### config.mk
export PLATFORM = sky130hd
export DESIGN_NAME = par_to_ser
export DESIGN_NICKNAME = d
export VERILOG_FILES = /design/src/rtl/dqpsk_pkg.sv /design/src/rtl/sym_phase_cnt.sv /design/src/rtl/par_to_ser.sv
export SDC_FILE = /design/constraint.sdc
export NUM_CORES = 1
export LEC_CHECK = 0
export ABC_AREA = 1
export CORE_AREA = 5 5 42 44
export CTS_CLUSTER_DIAMETER = 50
export DETAILED_ROUTE_END_ITERATION = 6
export DIE_AREA = 0 0 47 49
export GPL_ROUTABILITY_DRIVEN = 0
export SETUP_SLACK_MARGIN = 0.3
export SLEW_MARGIN = 0
export SYNTH_ARGS = -nofsm -noshare
export SYNTH_HDL_FRONTEND = slang
export SYNTH_SLANG_ARGS = --single-unit
### constraint.sdc
create_clock -name clk_in -period 1.4 [get_ports clk_in]
set_clock_uncertainty 0.15 [all_clocks]
set_input_delay 0.14 -clock clk_in [delete_from_list [all_inputs] [get_ports clk_in]]
set_output_delay 0.14 -clock clk_in [all_outputs]
set_load 0.005 [all_outputs]
### src/rtl/dqpsk_pkg.sv
// Shared DQPSK modem definitions: symbol width, bit-clock rate and symbol type.
package dqpsk_pkg;

    localparam int SYM_BITS   = 2;
    localparam int BIT_CLK_HZ = 200_000;

    typedef logic [SYM_BITS-1:0] sym_t;

endpackage : dqpsk_pkg

### src/rtl/sym_phase_cnt.sv
// Mod-WIDTH symbol phase counter; load strobe marks phase 0 of each symbol.
module sym_phase_cnt #(
    parameter int WIDTH = 2,
    parameter int CW    = (WIDTH > 1) ? $clog2(WIDTH) : 1
) (
    input  logic          clk_in,
    input  logic          rstn,
    output logic [CW-1:0] cnt,
    output logic          load
);

    logic [CW-1:0] cnt_reg;
    logic [CW-1:0] cnt_next;

    always_comb begin
        cnt_next = cnt_reg + CW'(1);
        if (cnt_reg == CW'(WIDTH - 1)) begin
            cnt_next = '0;
        end
    end

    // rstn is active-high despite its name.
    always_ff @(posedge clk_in or posedge rstn) begin
        if (rstn) begin
            cnt_reg <= '0;
        end else begin
            cnt_reg <= cnt_next;
        end
    end

    assign cnt  = cnt_reg;
    assign load = (cnt_reg == '0);

endmodule : sym_phase_cnt

### src/rtl/par_to_ser.sv
// DQPSK transmit parallel-to-serial converter: one symbol per WIDTH bit clocks, MSB first.
module par_to_ser
    import dqpsk_pkg::*;
#(
    parameter int WIDTH = SYM_BITS
) (
    input  logic             clk_in,
    input  logic             rstn,
    input  logic [WIDTH-1:0] data_par,
    output logic             data_ser,
    output logic             par2ser_valid
);

    localparam int CW = (WIDTH > 1) ? $clog2(WIDTH) : 1;

    logic [CW-1:0]    cnt;
    logic             load;
    logic [CW-1:0]    bit_idx;
    logic [WIDTH-1:0] shreg_reg;
    logic             data_ser_reg;
    logic             valid_reg;

    sym_phase_cnt #(
        .WIDTH (WIDTH),
        .CW    (CW)
    ) u_phase (
        .clk_in (clk_in),
        .rstn   (rstn),
        .cnt    (cnt),
        .load   (load)
    );

    // Shift phase k emits bit WIDTH-1-k of the captured symbol; shreg is never shifted.
    assign bit_idx = CW'(WIDTH - 1) - cnt;

    always_ff @(posedge clk_in or posedge rstn) begin
        if (rstn) begin
            shreg_reg    <= '0;
            data_ser_reg <= 1'b0;
            valid_reg    <= 1'b0;
        end else if (load) begin
            shreg_reg    <= data_par;
            data_ser_reg <= data_par[WIDTH-1];
            valid_reg    <= 1'b1;
        end else begin
            data_ser_reg <= shreg_reg[bit_idx];
        end
    end

    assign data_ser      = data_ser_reg;
    assign par2ser_valid = valid_reg;

endmodule : par_to_ser

==> results of run 1 <==
## worst reg2reg max path, delay by kind of cell, from the launching register on
family	cells	cell delay, ns
and+or+nand+nor	2	0.14
DFF	1	0.39
## worst min-delay path by stage
stage	startpoint	endpoint	slack, ns	depth (start not counted)
2_1_floorplan	rstn	data_ser$_DFF_PP0_	-0.24	1
3_3_place_gp	rstn	par2ser_valid$_DFFE_PP0N_	0.18	2
3_5_place_dp	rstn	par2ser_valid$_DFFE_PP0N_	0.19	2
4_1_cts	data_par[0]	shreg_reg[0]$_DFFE_PP0N_	0.29	3
5_1_grt	data_par[0]	shreg_reg[0]$_DFFE_PP0N_	0.30	3
6_report	data_par[0]	shreg_reg[0]$_DFFE_PP0N_	0.29	3
## final cells by class
class / instances / area (um2)
clock buffers: 3 / 22.5
fillers: 171 / 1170
inverters: 3 / 11.3
multi-input cells: 6 / 22.5
flip-flops and latches: 4 / 100
well taps: 16 / 20.0
repair buffers: 6 / 55.1
## synth_stat cells
library cell	count
dfrtp_1	4
nand2_1	6
inv_1	2
inv_2	1
## routing by layer
metal	global-route usage, %	share of wire, %	vias up
met5	0	0	-
met4	8.29	8.2	0
met3	0	9.0	2
met2	4.07	56	5
met1	2.22	27	54
li1	-	-	54
## kinds of logic (layout without fill, tap and decap cells)
| group | Yosys count | after routing |
|---|---|---|
| DFF | 4 | 4 |
| and+or+nand+nor | 6 | 6 |
| buffers and inverters | 3 | 12 |
## through the flow
stage	hold slack (ns)	std cells	cell area, um2	power, uW
2_1_floorplan	-0.244	13	134	125
3_3_place_gp	0.185	34	204	137
3_5_place_dp	0.186	34	204	137
4_1_cts	0.288	38	236	288
5_1_grt	0.304	38	231	299
6_report	0.292	38	231	279
## repair_timing
item                                    CTS  global route
endpoints found under the setup margin    2             1
pin swaps                                 0             0
hold buffers                              1             0
gates resized for setup                   4             1
setup buffers                             0             0
endpoints found under the hold margin     4             0
## power by group through the flow
stage	registers, uW	logic, uW	clock network [uW]
final	120	17.1	142
after global routing	120	19.4	159
after CTS	120	17.5	151
after detailed placement	121	15.9	0
after global placement	121	15.8	0
after floorplan	121	3.83	0
==> results.json, run 1 <==
{
  "grt_max_degree": 5,
  "port_buffers": 5,
  "worstPathArrival_ns": 0.77,
  "finalCriticalPeriod_ns": 1.06,
  "startpoint": "data_ser$_DFF_PP0_",
  "path_clk_slew_ns": 0.04,
  "cp-endpoint": "data_ser",
  "max_slew_margin_pct": 90.3,
  "final_common_cell": "nand2_1",
  "critical_path_cell_count": 1,
  "setup_viol": 0,
  "crit_type": "flip-flop to primary output",
  "root_buffer": "clkbuf_4",
  "grt_usage_pct": 3.25,
  "max_freq_mhz": 939,
  "p_sw_share_pct": 18.6,
  "regToRegStartpoint": "u_phase.cnt$_DFF_PP0_",
  "die_y_um": 49,
  "core-area_um2": 1400,
  "crit_chain": "clkdlybuf4s15_1",
  "p_seq_share_pct": 43.0,
  "p_clk_share_pct": 50.9,
  "synth_cell_types": 4,
  "io_pins": 6,
  "syn2layout_area_growth_pct": 72.9,
  "crit_fanout": 1,
  "path_buf_inv": 1,
  "reg2reg_depth": 2,
  "netlist_instances": 13,
  "finalSetupTns_ns": 0,
  "synth_area_leaders": "dfrtp_1, nand2_1, inv_1",
  "maxCapViolCount": 0,
  "synth_seq_cells": 4,
  "synthAdderAreaFrac_pct": 0,
  "critPathLaunchType": "flip-flop",
  "synth_compound_area_share_pct": 0,
  "viasPerCell": 3.03,
  "yosysTopAreaCell": "dfrtp_1",
  "grt_pass1_wl_um": 441,
  "syn-cell-area_um2": 134,
  "die_w_um": 47,
  "internal-power_uw": 227,
  "grt_pass1_vias": 133,
  "tritoncts": "built",
  "numClockSinks": 4,
  "antennaDiodeCount": 0,
  "drt-initial-drc-count": 0,
  "ctsHtreeMaxLevel": 1,
  "yosysSeqAreaShare_pct": 74.8,
  "muxShareOfSynthArea_pct": 0,
  "worstMarginPinSlew_ns": 0.145,
  "drc": 0,
  "antenna_found_initial": 0,
  "final_cell_mix": "nand2_1, dfrtp_1, clkbuf_4, clkdlybuf4s50_1, inv_1",
  "finalCritPeriodShare_pct": 76.0,
  "cp.required_ns": 1.11,
  "max_stage_delay_ns": 0.35,
  "die_area_um2": 2300,
  "vdd_ir_drop_max_v": 0.000198,
  "nets": 28,
  "syn_area_per_cell_um2": 10.3,
  "wl_per_cell_um": 6.45,
  "grt-ovfl-total": 0,
  "switchingPower_uw": 52.0,
  "yosysTopAreaCellShare_pct": 74.8,
  "synthXorXnorAreaFrac_pct": 0,
  "hold_viol_final": 0,
  "cts_buffers": 3,
  "start_util_pct": 9.55,
  "ant_nets": 0,
  "power_density_nw_per_um2": 1200,
  "reg2reg_to": "shreg_reg[0]$_DFFE_PP0N_",
  "hp-class": "input pin to flip-flop",
  "status": "complete, no violations",
  "leakagePower_uw": 0.000116,
  "drive_above_1_share_pct": 22.7,
  "cts_buffer_depth": 2,
  "worst_setup_path_end_kind": "primary output",
  "routed_wl_um": 245,
  "final_util_pct": 16.5,
  "r2r_slack_ns": 0.61,
  "grt_setup_unrepaired": "no",
  "num_vias": 115,
  "ys_warn_count": 0,
  "clock_latency_ns": 0.23,
  "combPwrFrac_pct": 6.1,
  "final_max_slew_viol_count": 0,
  "cp_slowest_cell": "dfrtp_1",
  "synthesis.nets": 17,
  "synthSimpleGateAreaFrac_pct": 16.8,
  "num_rows": 14,
  "finalWorstSetupSlack_ns": 0.336,
  "synth_top_family_by_area": "simple AND/OR/NAND/NOR gates",
  "cp_top_family": "flip-flops",
  "place_ws_ns": 0.289,
  "drtPass1Iterations": 1
}
Note: power is estimated with default switching activity, not from simulation.
==> inputs of run 2 (changes only) <==
==> constraint.sdc (replaced) <==
create_clock -name clk_in -period 1.1 [get_ports clk_in]
set_clock_uncertainty 0.15 [all_clocks]
set_input_delay 0.11 -clock clk_in [delete_from_list [all_inputs] [get_ports clk_in]]
set_output_delay 0.11 -clock clk_in [all_outputs]
set_load 0.005 [all_outputs]
==> run 2 against run 1 <==
Against the previous run:
- the run now ends with negative hold slack left
- final cell count unchanged
- critical endpoint is now par2ser_valid
- global-route usage down 0.14 points
- non-clock buffer count unchanged
- critical path depth unchanged
- sequential share of layout area up 1.4 points
- final area down 3.2%
- hold slack worse by 0.38 ns
- via count down 2.6%
- sequential power up 28%
- total power up 26%
- clock power up 27%
- highest routed layer unchanged
==> results.json, run 2 (synthesis gave the netlist of run 1 again) <==
{
  "status": "complete, but fails checks",
  "violations": "negative hold slack",
  "grt_usage_pct": 3.11,
  "num_rows": 14,
  "reg2reg_to": "par2ser_valid$_DFFE_PP0N_",
  "hold_viol_final": 4,
  "p_sw_share_pct": 18.6,
  "regToRegStartpoint": "par2ser_valid$_DFFE_PP0N_",
  "clock_latency_ns": 0.23,
  "power_density_nw_per_um2": 1570,
  "drtPass1Iterations": 1,
  "numClockSinks": 4,
  "grt_max_degree": 5,
  "wl_per_cell_um": 6.42,
  "max_freq_mhz": 1030,
  "crit_type": "flip-flop to primary output",
  "drive_above_1_share_pct": 36.4,
  "hp-class": "input pin to async pin",
  "viasPerCell": 2.95,
  "routed_wl_um": 244,
  "max_slew_margin_pct": 90.2,
  "cp_top_family": "flip-flops",
  "ctsHtreeMaxLevel": 1,
  "finalWorstSetupSlack_ns": 0.126,
  "grt_setup_unrepaired": "yes",
  "ant_nets": 0,
  "n_fill_cell": 173,
  "place_ws_ns": 0.0192,
  "grt-ovfl-total": 0,
  "finalCritPeriodShare_pct": 88.6,
  "combPwrFrac_pct": 5.2,
  "antenna_found_initial": 0,
  "switchingPower_uw": 65.4,
  "final_cells": 38,
  "crit_chain": "buf_2",
  "path_buf_inv": 1,
  "internal-power_uw": 285,
  "finalCriticalPeriod_ns": 0.974,
  "worstMarginPinSlew_ns": 0.147,
  "port_buffers": 5,
  "grt_pass1_wl_um": 414,
  "worst_setup_path_end_kind": "primary output",
  "die_y_um": 49,
  "tritoncts": "built",
  "leakagePower_uw": 0.000111,
  "maxCapViolCount": 0,
  "holdWs_ns": -0.0900,
  "antennaDiodeCount": 0,
  "drc": 0,
  "final_max_slew_viol_count": 0,
  "vdd_ir_drop_max_v": 0.000252,
  "num_vias": 112,
  "syn2layout_area_growth_pct": 67.3,
  "final_util_pct": 16.0,
  "cp.required_ns": 0.84,
  "reg2reg_depth": 3,
  "place_inst": 34,
  "p_clk_share_pct": 51.4,
  "die_w_um": 47,
  "p_seq_share_pct": 43.5,
  "start_util_pct": 9.55,
  "die_area_um2": 2300,
  "critPathLaunchType": "flip-flop",
  "drt-initial-drc-count": 0,
  "root_buffer": "clkbuf_4",
  "cts_buffers": 3,
  "final_common_cell": "nand2_1",
  "grt_pass1_vias": 124,
  "cp_slowest_cell": "dfrtp_1",
  "cts_buffer_depth": 2,
  "io_pins": 6,
  "max_stage_delay_ns": 0.36,
  "final_cell_mix": "nand2_1, dfrtp_1, clkbuf_4, clkdlybuf4s50_1",
  "finalSetupTns_ns": 0,
  "total_power_uw": 351,
  "path_clk_slew_ns": 0.04,
  "setup_viol": 0,
  "crit_fanout": 2,
  "core-area_um2": 1400,
  "nets": 28,
  "worstPathArrival_ns": 0.71,
  "r2r_slack_ns": 0.28
}
run 2: changes by cell type in the layout (fill, tap and decap cells not counted), sizes merged:
cell,before,now
buf,0,3
clkbuf,4,3
clkdlybuf4s15,1,0
dlygate4sd3,1,0
run 2: metal layers:
layer	routed length (um)	global-route usage, %
met5	0	0
met4	20	8.29
met3	27	0
met2	134	3.62
met1	62	2.22
run 2: layout make-up:
cell class                 instances  area [um2]  share of cell area [%]
clock buffer                       3        22.5                    10.1
inverter                           3        11.3                    5.03
multi-input combinational          6        22.5                    10.1
sequential                         4         100                    44.7
tap                               16        20.0                    8.94
timing repair buffer               6        47.5                    21.2
run 2: how the worst max path moves through the flow:
stage | start | to | slack (ns) | depth (start not counted)
after floorplan | u_phase.cnt$_DFF_PP0_ | data_ser$_DFF_PP0_ | 0.33 | 2
after global placement | par2ser_valid$_DFFE_PP0N_ | par2ser_valid | 0.03 | 1
after detailed placement | par2ser_valid$_DFFE_PP0N_ | par2ser_valid | 0.02 | 1
after CTS | par2ser_valid$_DFFE_PP0N_ | par2ser_valid | 0.12 | 1
after global routing | par2ser_valid$_DFFE_PP0N_ | par2ser_valid | 0.10 | 1
final | par2ser_valid$_DFFE_PP0N_ | par2ser_valid | 0.13 | 1
run 2: timing repair:
action                                  in CTS  in global routing
setup buffers                                1                  0
cloned                                       0                  0
endpoints found under the setup margin       4                  5
resized for setup                            8                  1
endpoints found under the hold margin        4                  4
pin swaps                                    1                  0
run 2: power groups by stage:
stage | sequential, uW | clock, uW | combinational [uW]
floorplan | 155 | 0 | 4.87
global placement | 154 | 0 | 20.2
detailed placement | 154 | 0 | 20.3
CTS | 152 | 192 | 18.8
global route | 152 | 203 | 20.7
finish | 153 | 180 | 18.1
run 2: per-stage QoR:
step                area (um2)  hold WS, ns
floorplan                  134       -0.274
detailed placement         204        0.156
finish                     224      -0.0900
global placement           204        0.155
global route               224      -0.0592
CTS                        224      -0.0899
==> inputs of run 3 (changes only) <==
--- a/config.mk
+++ b/config.mk
@@ -11,6 +11,7 @@
 export DETAILED_ROUTE_END_ITERATION = 6
 export DIE_AREA = 0 0 47 49
 export GPL_ROUTABILITY_DRIVEN = 0
+export HOLD_SLACK_MARGIN = 0.08
 export SETUP_SLACK_MARGIN = 0.3
 export SLEW_MARGIN = 0
 export SYNTH_ARGS = -nofsm -noshare
==> results of run 3 <==
No change in the layout: final DEF, timing and power equal those of run 2.
